[src/rtl/key_step_conditioner_if.sv]
// ---------------------------------------------------------------------------
// key_step_conditioner_if
// Purpose : bundles the pushbutton input and the conditioned step outputs of
//           key_step_conditioner so the board top and the counter can pass
//           them around as one bundle.
// Signals :
//   key_n          raw pushbutton, asynchronous, 0 = pressed
//   key_level      debounced level, 1 = pressed
//   press_pulse    one-cycle pulse on an accepted press
//   release_pulse  one-cycle pulse on an accepted release
//   step_pulse     press pulse OR auto-repeat pulse (counter enable)
// Modports:
//   master  the side that owns the button and consumes the pulses
//   slave   the conditioner itself
// ---------------------------------------------------------------------------
interface key_step_conditioner_if;
  logic key_n;
  logic key_level;
  logic press_pulse;
  logic release_pulse;
  logic step_pulse;

  modport master (
    output key_n,
    input  key_level,
    input  press_pulse,
    input  release_pulse,
    input  step_pulse
  );

  modport slave (
    input  key_n,
    output key_level,
    output press_pulse,
    output release_pulse,
    output step_pulse
  );
endinterface

[src/rtl/key_step_conditioner.sv]
// ---------------------------------------------------------------------------
// key_step_conditioner
// Purpose : turns a raw active-low pushbutton into clean single-cycle step
//           pulses for the hex-display event counter. The button is
//           synchronised (two flops), debounced in both directions and, while
//           held, produces periodic auto-repeat steps.
// Ports   :
//   CLOCK_50  system clock, all logic on the rising edge
//   reset     synchronous, active-high
//   kif       key_step_conditioner_if.slave
//               key_n (in), key_level / press_pulse / release_pulse /
//               step_pulse (out, all registered)
// Parameters:
//   DEBOUNCE_CYCLES  clocks the input must be stable to accept a change (>=1)
//   HOLD_CYCLES      clocks from press_pulse to the first repeat (>=1)
//   REPEAT_CYCLES    clocks between later repeats (>=1)
//   REPEAT_EN        1 enables auto-repeat, 0 gives one step per press
// ---------------------------------------------------------------------------
module key_step_conditioner #(
  parameter int DEBOUNCE_CYCLES = 500000,
  parameter int HOLD_CYCLES     = 25000000,
  parameter int REPEAT_CYCLES   = 5000000,
  parameter bit REPEAT_EN       = 1'b1
) (
  input  logic                   CLOCK_50,
  input  logic                   reset,
  key_step_conditioner_if.slave  kif
);

  // Counter widths cover the largest terminal value they must hold.
  localparam int DEB_W  = (DEBOUNCE_CYCLES > 1) ? $clog2(DEBOUNCE_CYCLES) : 1;
  localparam int TMAX   = (HOLD_CYCLES > REPEAT_CYCLES) ? HOLD_CYCLES : REPEAT_CYCLES;
  localparam int HOLD_W = (TMAX > 1) ? $clog2(TMAX) : 1;

  localparam logic [DEB_W-1:0]  DEB_LAST  = DEB_W'(DEBOUNCE_CYCLES - 1);
  localparam logic [HOLD_W-1:0] HOLD_LAST = HOLD_W'(HOLD_CYCLES - 1);
  localparam logic [HOLD_W-1:0] REP_LAST  = HOLD_W'(REPEAT_CYCLES - 1);

  typedef enum logic [1:0] {
    RELEASED    = 2'd0,
    PRESS_CHK   = 2'd1,
    HELD        = 2'd2,
    RELEASE_CHK = 2'd3
  } state_t;

  state_t              r_state;
  logic                r_sync1;
  logic                r_sync2;
  logic [DEB_W-1:0]    r_deb_cnt;
  logic [HOLD_W-1:0]   r_hold_cnt;
  logic                r_rep_phase;   // 0: waiting for first repeat, 1: periodic
  logic                r_key_level;
  logic                r_press;
  logic                r_release;
  logic                r_step;

  logic                w_pressed;
  logic [HOLD_W-1:0]   w_hold_last;
  logic                w_hold_hit;

  assign w_pressed   = ~r_sync2;
  assign w_hold_last = r_rep_phase ? REP_LAST : HOLD_LAST;
  assign w_hold_hit  = (r_hold_cnt == w_hold_last);

  always_ff @(posedge CLOCK_50) begin
    if (reset) begin
      r_state     <= RELEASED;
      r_sync1     <= 1'b1;
      r_sync2     <= 1'b1;
      r_deb_cnt   <= '0;
      r_hold_cnt  <= '0;
      r_rep_phase <= 1'b0;
      r_key_level <= 1'b0;
      r_press     <= 1'b0;
      r_release   <= 1'b0;
      r_step      <= 1'b0;
    end else begin
      r_sync1   <= kif.key_n;
      r_sync2   <= r_sync1;
      r_press   <= 1'b0;
      r_release <= 1'b0;
      r_step    <= 1'b0;

      case (r_state)
        RELEASED: begin
          r_key_level <= 1'b0;
          if (w_pressed) begin
            r_state   <= PRESS_CHK;
            r_deb_cnt <= '0;
          end
        end

        PRESS_CHK: begin
          if (!w_pressed) begin
            // Bounce: drop back silently.
            r_state <= RELEASED;
          end else if (r_deb_cnt == DEB_LAST) begin
            r_state     <= HELD;
            r_hold_cnt  <= '0;
            r_rep_phase <= 1'b0;
            r_press     <= 1'b1;
            r_step      <= 1'b1;
            r_key_level <= 1'b1;
          end else begin
            r_deb_cnt <= r_deb_cnt + 1'b1;
          end
        end

        HELD: begin
          r_key_level <= 1'b1;
          // The repeat timer runs on every HELD cycle, including the one
          // that leaves for RELEASE_CHK; it reloads on each repeat so it
          // never wraps however long the key is held.
          if (REPEAT_EN) begin
            if (w_hold_hit) begin
              r_step      <= 1'b1;
              r_hold_cnt  <= '0;
              r_rep_phase <= 1'b1;
            end else begin
              r_hold_cnt <= r_hold_cnt + 1'b1;
            end
          end
          if (!w_pressed) begin
            r_state   <= RELEASE_CHK;
            r_deb_cnt <= '0;
          end
        end

        RELEASE_CHK: begin
          // Repeat timer is frozen here; a glitch shifts the schedule by
          // the cycles spent in this state.
          r_key_level <= 1'b1;
          if (w_pressed) begin
            r_state <= HELD;
          end else if (r_deb_cnt == DEB_LAST) begin
            r_state     <= RELEASED;
            r_release   <= 1'b1;
            r_key_level <= 1'b0;
          end else begin
            r_deb_cnt <= r_deb_cnt + 1'b1;
          end
        end

        default: r_state <= RELEASED;
      endcase
    end
  end

  assign kif.key_level     = r_key_level;
  assign kif.press_pulse   = r_press;
  assign kif.release_pulse = r_release;
  assign kif.step_pulse    = r_step;

endmodule

[src/flat_wrapper.sv]
// flat-port wrapper written by rule: the top's interface ports become plain ports
module key_step_conditioner_flat 
#(
  parameter int DEBOUNCE_CYCLES = 500000,
  parameter int HOLD_CYCLES     = 25000000,
  parameter int REPEAT_CYCLES   = 5000000,
  parameter bit REPEAT_EN       = 1'b1
)
  (CLOCK_50, reset, kif_key_n, kif_key_level, kif_press_pulse, kif_release_pulse, kif_step_pulse);
  key_step_conditioner_if kif_i ();
  input  logic CLOCK_50;
  input  logic reset;
  input wire logic [$bits(kif_i.key_n)-1:0] kif_key_n;
  output wire logic [$bits(kif_i.key_level)-1:0] kif_key_level;
  output wire logic [$bits(kif_i.press_pulse)-1:0] kif_press_pulse;
  output wire logic [$bits(kif_i.release_pulse)-1:0] kif_release_pulse;
  output wire logic [$bits(kif_i.step_pulse)-1:0] kif_step_pulse;
  assign kif_i.key_n = kif_key_n;
  assign kif_key_level = kif_i.key_level;
  assign kif_press_pulse = kif_i.press_pulse;
  assign kif_release_pulse = kif_i.release_pulse;
  assign kif_step_pulse = kif_i.step_pulse;
  key_step_conditioner #(.DEBOUNCE_CYCLES(DEBOUNCE_CYCLES), .HOLD_CYCLES(HOLD_CYCLES), .REPEAT_CYCLES(REPEAT_CYCLES), .REPEAT_EN(REPEAT_EN)) u_core (.CLOCK_50(CLOCK_50), .reset(reset), .kif(kif_i));
endmodule
[config.mk]
export PLATFORM = sky130hd
export DESIGN_NAME = key_step_conditioner_flat
export DESIGN_NICKNAME = d
export VERILOG_FILES = /design/src/rtl/key_step_conditioner_if.sv /design/src/rtl/key_step_conditioner.sv /design/src/flat_wrapper.sv
export SDC_FILE = /design/constraint.sdc
export NUM_CORES = 1
export LEC_CHECK = 0
export CELL_PAD_IN_SITES_DETAIL_PLACEMENT = 1
export CELL_PAD_IN_SITES_GLOBAL_PLACEMENT = 1
export CORE_MARGIN = 5
export CORE_UTILIZATION = 40
export CTS_CLUSTER_SIZE = 40
export DETAILED_ROUTE_END_ITERATION = 10
export GPL_ROUTABILITY_DRIVEN = 0
export PLACE_DENSITY = 0.77
export SKIP_LAST_GASP = 1
export SLEW_MARGIN = 20
export SYNTH_ARGS = -nofsm -noshare
export SYNTH_HDL_FRONTEND = slang
export SYNTH_SLANG_ARGS = --single-unit
[constraint.sdc]
create_clock -name CLOCK_50 -period 2.64 [get_ports CLOCK_50]
set_clock_uncertainty 0.15 [all_clocks]
set_input_delay 0.396 -clock CLOCK_50 [delete_from_list [all_inputs] [get_ports CLOCK_50]]
set_output_delay 0.396 -clock CLOCK_50 [all_outputs]
set_load 0.01 [all_outputs]
==> results of run 1 <==
[final timing paths]
path | cells after the start | slack, ns | endpoint | startpoint
hold / removal | 1 | 0.30 | u_core.r_sync2 | u_core.r_sync1
setup reg to reg | 6 | -0.03 | u_core.r_hold_cnt[20] | u_core.r_deb_cnt[12]
hold reg to reg | 1 | 0.30 | u_core.r_sync2 | u_core.r_sync1
setup / recovery | 6 | -0.03 | u_core.r_hold_cnt[20] | u_core.r_deb_cnt[12]
[metrics by stage]
step | setup TNS, ns | setup WS (ns) | hold slack [ns] | cell area (um2) | utilization (%)
global route | -1.11 | -0.0839 | 0.315 | 3430 | 49.9
detailed placement | -1.74 | -0.147 | 0.283 | 3190 | 46.4
global placement | -0.921 | -0.0758 | 0.249 | 3190 | 46.4
floorplan | -2.18 | -0.132 | 0.239 | 2870 | -
CTS | -0.0491 | -0.0206 | 0.314 | 3370 | 49.1
finish | -0.153 | -0.0337 | 0.302 | 3430 | 49.9
[where the power goes]
| part | total [uW] | internal [uW] | switching, uW | leakage [uW] |
|---|---|---|---|---|
| sequential | 849 | 822 | 27.2 | 0.000429 |
| combinational | 669 | 258 | 411 | 0.000582 |
| clock | 461 | 185 | 276 | 0.0000450 |
[layer usage]
layer,GRT usage (%),vias to the layer above,part of all wire (%)
met3,3.03,14,3.2
met1,25.4,1434,48
met4,6.85,0,1.5
met5,0,-,0
met2,30.9,55,47
li1,-,1351,-
[layout by cell type (no fill, tap or decap), types with 7 or more instances in the layout]
master / n
and3_1: 7
nand4_1: 17
nand2_1: 20
o31ai_1: 8
a211oi_1: 12
inv_1: 9
o21ai_0: 24
buf_4: 26
a211oi_2: 11
nor2_1: 25
nor3_1: 15
or3_1: 17
nand3_1: 15
dfxtp_1: 51
[logic make-up (layout without fill, tap and decap cells)]
family | Yosys count | after routing | share of synthesized area [%]
simple gates | 160 | 160 | 31.8
flops | 53 | 53 | 37.0
compound gates | 76 | 78 | 19.1
fa+ha+maj | 6 | 6 | 2.62
xor+xnor | 12 | 12 | 3.67
buf+inv | 28 | 53 | 4.06
mux | 5 | 5 | 1.75
[worst max-delay path, cell delays in order (launching register included)]
cell and delay (ns):
dfxtp_2 0.35, or4b_4 0.52, or3_4 0.44, o32a_4 0.40, buf_6 0.15, or3_1 0.34, a211oi_1 0.23
[area by class of cell]
cell class,instances,area [um2]
timing repair buffer,36,303
tap,96,120
sequential,53,1060
multi-input combinational,261,1820
clock buffer,6,72.6
inverter,9,33.8
fill,815,3440
clock inverter,2,10.0
[repair_timing]
| item | 4_1_cts | 5_1_grt |
|---|---|---|
| gates resized for setup | 15 | 10 |
| setup buffers | 1 | 0 |
| pin swaps | 7 | 9 |
| gates cloned | 2 | 1 |
| setup endpoints to repair | 21 | 26 |
==> flow_summary.json, run 1 <==
{
  "drive_above_1_share_pct": 20.2,
  "relSlewSlack_pct": 65.9,
  "diodes": 0,
  "synthesis.nets": 349,
  "routed_wl_mm": 8.25,
  "antenna_found_initial": 0,
  "cts_made_buffers": 5,
  "cp.arrival_ns": 2.76,
  "cts_tree": "done",
  "hpwl_mm": 5.52,
  "critPathKind": "reg -> reg",
  "synthTopCellsByCount": "dfxtp_1, nor2_1, o21ai_0",
  "drt_iter0_drc": 207,
  "cts_root_buffer": "clkbuf_8",
  "die_h_um": 94.6,
  "ios": 7,
  "worstSetupEndpointType": "flip-flop",
  "power_uw": 1980,
  "power_density_nw_per_um2": 577,
  "grt_max_degree": 26,
  "async_reset_ff_share_pct": 0,
  "max_freq_ghz": 0.374,
  "power.leakage_uw": 0.00106,
  "yosys.area.top_type": "dfxtp_1",
  "clkTransAtPathRegs_ns": 0.10,
  "finalSetupViolations": 10,
  "cp_max_fo": 8,
  "drt_first_pass_iters": 4,
  "synth_ff_type": "dfxtp_1",
  "grt_pass1_wl_mm": 13.6,
  "vias_per_cell": 6.16,
  "tightest_slew_ns": 0.504,
  "synth.area.top_cells": "dfxtp_1, a211oi_1, or3_1",
  "yosysMostFrequentCell": "dfxtp_1",
  "maxCapViolCount": 0,
  "synthDistinctLibCells": 45,
  "final_cells": 463,
  "grt_setup_unrepaired": "yes",
  "avgSynthCellArea_um2": 8.42,
  "clock_latency_ns": 0.32,
  "regMostFlops": "u_core.r_hold_cnt",
  "wl_per_cell_um": 17.8,
  "synth.top_cell.area_share_pct": 37.0,
  "largest_reg_flops": 25,
  "htree_levels": 2,
  "hold_viol_final": 0,
  "core_um2": 6870,
  "peakVddDrop_uv": 394,
  "port_buffers": 6,
  "die_area_um2": 8950,
  "dpl.cell_count": 451,
  "ys_warn_count": 0,
  "placementRows": 30,
  "start_kind": "flip-flop",
  "seq_area_frac_synth_pct": 37.0,
  "clk_path_buf_depth": 2,
  "syn_inst": 340,
  "synth_area_um2": 2860,
  "hold_class": "reg -> reg",
  "nNetsFinal": 375,
  "die_width_um": 94.6,
  "maxSlewViolCount": 0,
  "area_growth_syn_to_layout_pct": 19.7,
  "fin_crit_sh_pct": 101,
  "timing.final.ws_setup_ns": -0.0337,
  "gr-total-overflow": 0,
  "cts.sinks": 53,
  "drc_errors": 0,
  "required_ns": 2.72,
  "via_count": 2854,
  "top_regs": "u_core.r_hold_cnt (25), u_core.r_deb_cnt (19)",
  "synth_enable_flop_cells": 0,
  "grt_pass1_vias": 2740,
  "hold_buffers": 0,
  "grt_util_all_layers_pct": 19.0,
  "status": "finished, violations left",
  "period_minus_slack_ns": 2.67,
  "drt.antenna.violating_nets": 0,
  "initial_utilization_pct": 41.7,
  "synth_seq_cells": 53,
  "violations": "setup timing"
}
(Power assumes the default switching activity.)
==> run 2: changes to the inputs <==
- DONT_BUFFER_PORTS: not set -> 1
- PLACE_DENSITY: 0.77 -> 0.72
- clock period: 2.64 -> 3.1 ns (I/O delays scaled with it)
==> run 2 against run 1 <==
  * The flow now finishes without violations
  * Die area stayed put
  * Highest routed layer unchanged
  * Sequential power is 15% lower
  * Non-clock buffer count is 30 lower
  * Register-to-register slack better by 0.21 ns
  * First-iteration DRC count is 55% lower
  * Hold slack worse by 0.23 ns
  * Power is 19% lower
  * Largest power group unchanged
  * Sequential share of layout area is 3.6 points higher
  * Cell count is 6.9% lower
  * Design area is 11% lower
  * Global-route usage is 2.1 points lower
==> flow_summary.json, run 2 (same netlist as run 1, synthesis figures left out) <==
{
  "status": "finished clean",
  "placementRows": 30,
  "grt_util_all_layers_pct": 16.9,
  "clkTransAtPathRegs_ns": 0.10,
  "grt_pass1_vias": 2451,
  "die_h_um": 94.6,
  "hold_viol_final": 0,
  "hold_ws_ns": 0.0709,
  "maxSlewViolCount": 0,
  "vias_per_cell": 6.00,
  "clk_path_buf_depth": 2,
  "finalSetupViolations": 0,
  "hold_buffers": 0,
  "worstSetupEndpointType": "flip-flop",
  "use_met2_pct": 26.1,
  "die_area_um2": 8950,
  "regMostFlops": "u_core.r_hold_cnt",
  "ios": 7,
  "grt_max_degree": 52,
  "gr-total-overflow": 0,
  "top_regs": "u_core.r_hold_cnt (25), u_core.r_deb_cnt (19)",
  "grt_use_met1_pct": 24.4,
  "cp.arrival_ns": 2.99,
  "seq_power_share_pct": 45.4,
  "setup_tns_ns": 0,
  "cp_max_fo": 51,
  "power_density_nw_per_um2": 521,
  "top_usage_layer": "met2",
  "drc_errors": 0,
  "required_ns": 3.16,
  "period_minus_slack_ns": 2.93,
  "cts_root_buffer": "clkbuf_8",
  "via_count": 2586,
  "grt_use_met3_pct": 2.71,
  "ctsResizeCount": 0,
  "final_common_cell": "dfxtp_1",
  "clock_latency_ns": 0.31,
  "nNetsFinal": 343,
  "initial_utilization_pct": 41.7,
  "p_switching_uw": 521,
  "htree_levels": 2,
  "wl_per_cell_um": 16.3,
  "antenna_found_initial": 0,
  "routed_wl_mm": 7.04,
  "grt_setup_unrepaired": "no",
  "comb_power_share_pct": 23.7,
  "area_growth_syn_to_layout_pct": 7.08,
  "critPathKind": "reg -> reg",
  "start_kind": "flip-flop",
  "cts_setup_buffers": 0,
  "fin_crit_sh_pct": 94.4,
  "max_freq_ghz": 0.342,
  "die_width_um": 94.6,
  "drt.antenna.violating_nets": 0,
  "power.leakage_uw": 0.000890,
  "p_clk_share_pct": 31.0,
  "hold_class": "in -> reg",
  "tightest_slew_ns": 0.659,
  "largest_reg_flops": 25,
  "worstRegToRegCells": 5,
  "intPower_uw": 1080,
  "cts.sinks": 53,
  "grt_pass1_wl_mm": 12.3,
  "drt_iter0_drc": 94,
  "maxCapViolCount": 0,
  "cts_tree": "done",
  "core_um2": 6870,
  "drt_first_pass_iters": 4,
  "drive_above_1_share_pct": 7.46,
  "port_buffers": 0,
  "switching_share_pct": 32.6,
  "hpwl_mm": 4.89,
  "hold-path-cell-count": 1,
  "mostFrequentLayoutCells": "dfxtp_1, nor2_1, o21ai_0, or3_1, nand2_1",
  "diodes": 0,
  "relSlewSlack_pct": 56.0,
  "cts_made_buffers": 5,
  "peakVddDrop_uv": 379
}
==> run 2: area by class of cell <==
type / instances / area, um2
clock inverter: 1 / 30.0
multi-input combinational: 259 / 1690
sequential: 53 / 1060
tap: 96 / 120
inverter: 9 / 33.8
timing repair buffer: 6 / 45.0
clock buffer: 7 / 86.3
fill: 840 / 3800
==> run 2: final timing paths <==
kind | from | to | slack (ns)
setup / recovery | u_core.r_deb_cnt[9] | u_core.r_hold_cnt[10] | 0.17
hold / removal | reset | u_core.r_deb_cnt[1] | 0.07
setup reg to reg | u_core.r_deb_cnt[9] | u_core.r_hold_cnt[10] | 0.17
hold reg to reg | u_core.r_sync1 | u_core.r_sync2 | 0.27
==> run 2: worst max-delay path: stages, from the launching register on <==
cell      delay (ns)
dfxtp_1         0.36
or4b_1          0.53
or3_1           0.41
o32a_4          0.56
or4b_1          0.56
a211oi_1        0.25
==> run 2: power groups by stage <==
stage          Clock, uW  Combinational (uW)  Sequential [uW]
6_report             495                 378              725
5_1_grt              540                 427              729
4_1_cts              512                 382              725
3_5_place_dp           0                 385              741
3_3_place_gp           0                 378              740
2_1_floorplan          0                 299              734
==> run 2: metal layers <==
metal | routed length [um] | vias to the layer above
li1 | - | 1279
met1 | 3700 | 1286
met2 | 3160 | 16
met3 | 117 | 5
met4 | 63 | 0
met5 | 0 | -
==> run 2: stage by stage <==
stage                     instances  util, %  instance area, um2  worst slack, ns  total power, uW
final                           431     44.6                3070            0.174             1600
after global routing            431     44.6                3070           0.0276             1700
after CTS                       431     44.6                3070            0.163             1620
after detailed placement        423     43.0                2950            0.210             1130
after global placement          423     43.0                2950            0.259             1120
after floorplan                 340        -                2860            0.327             1030
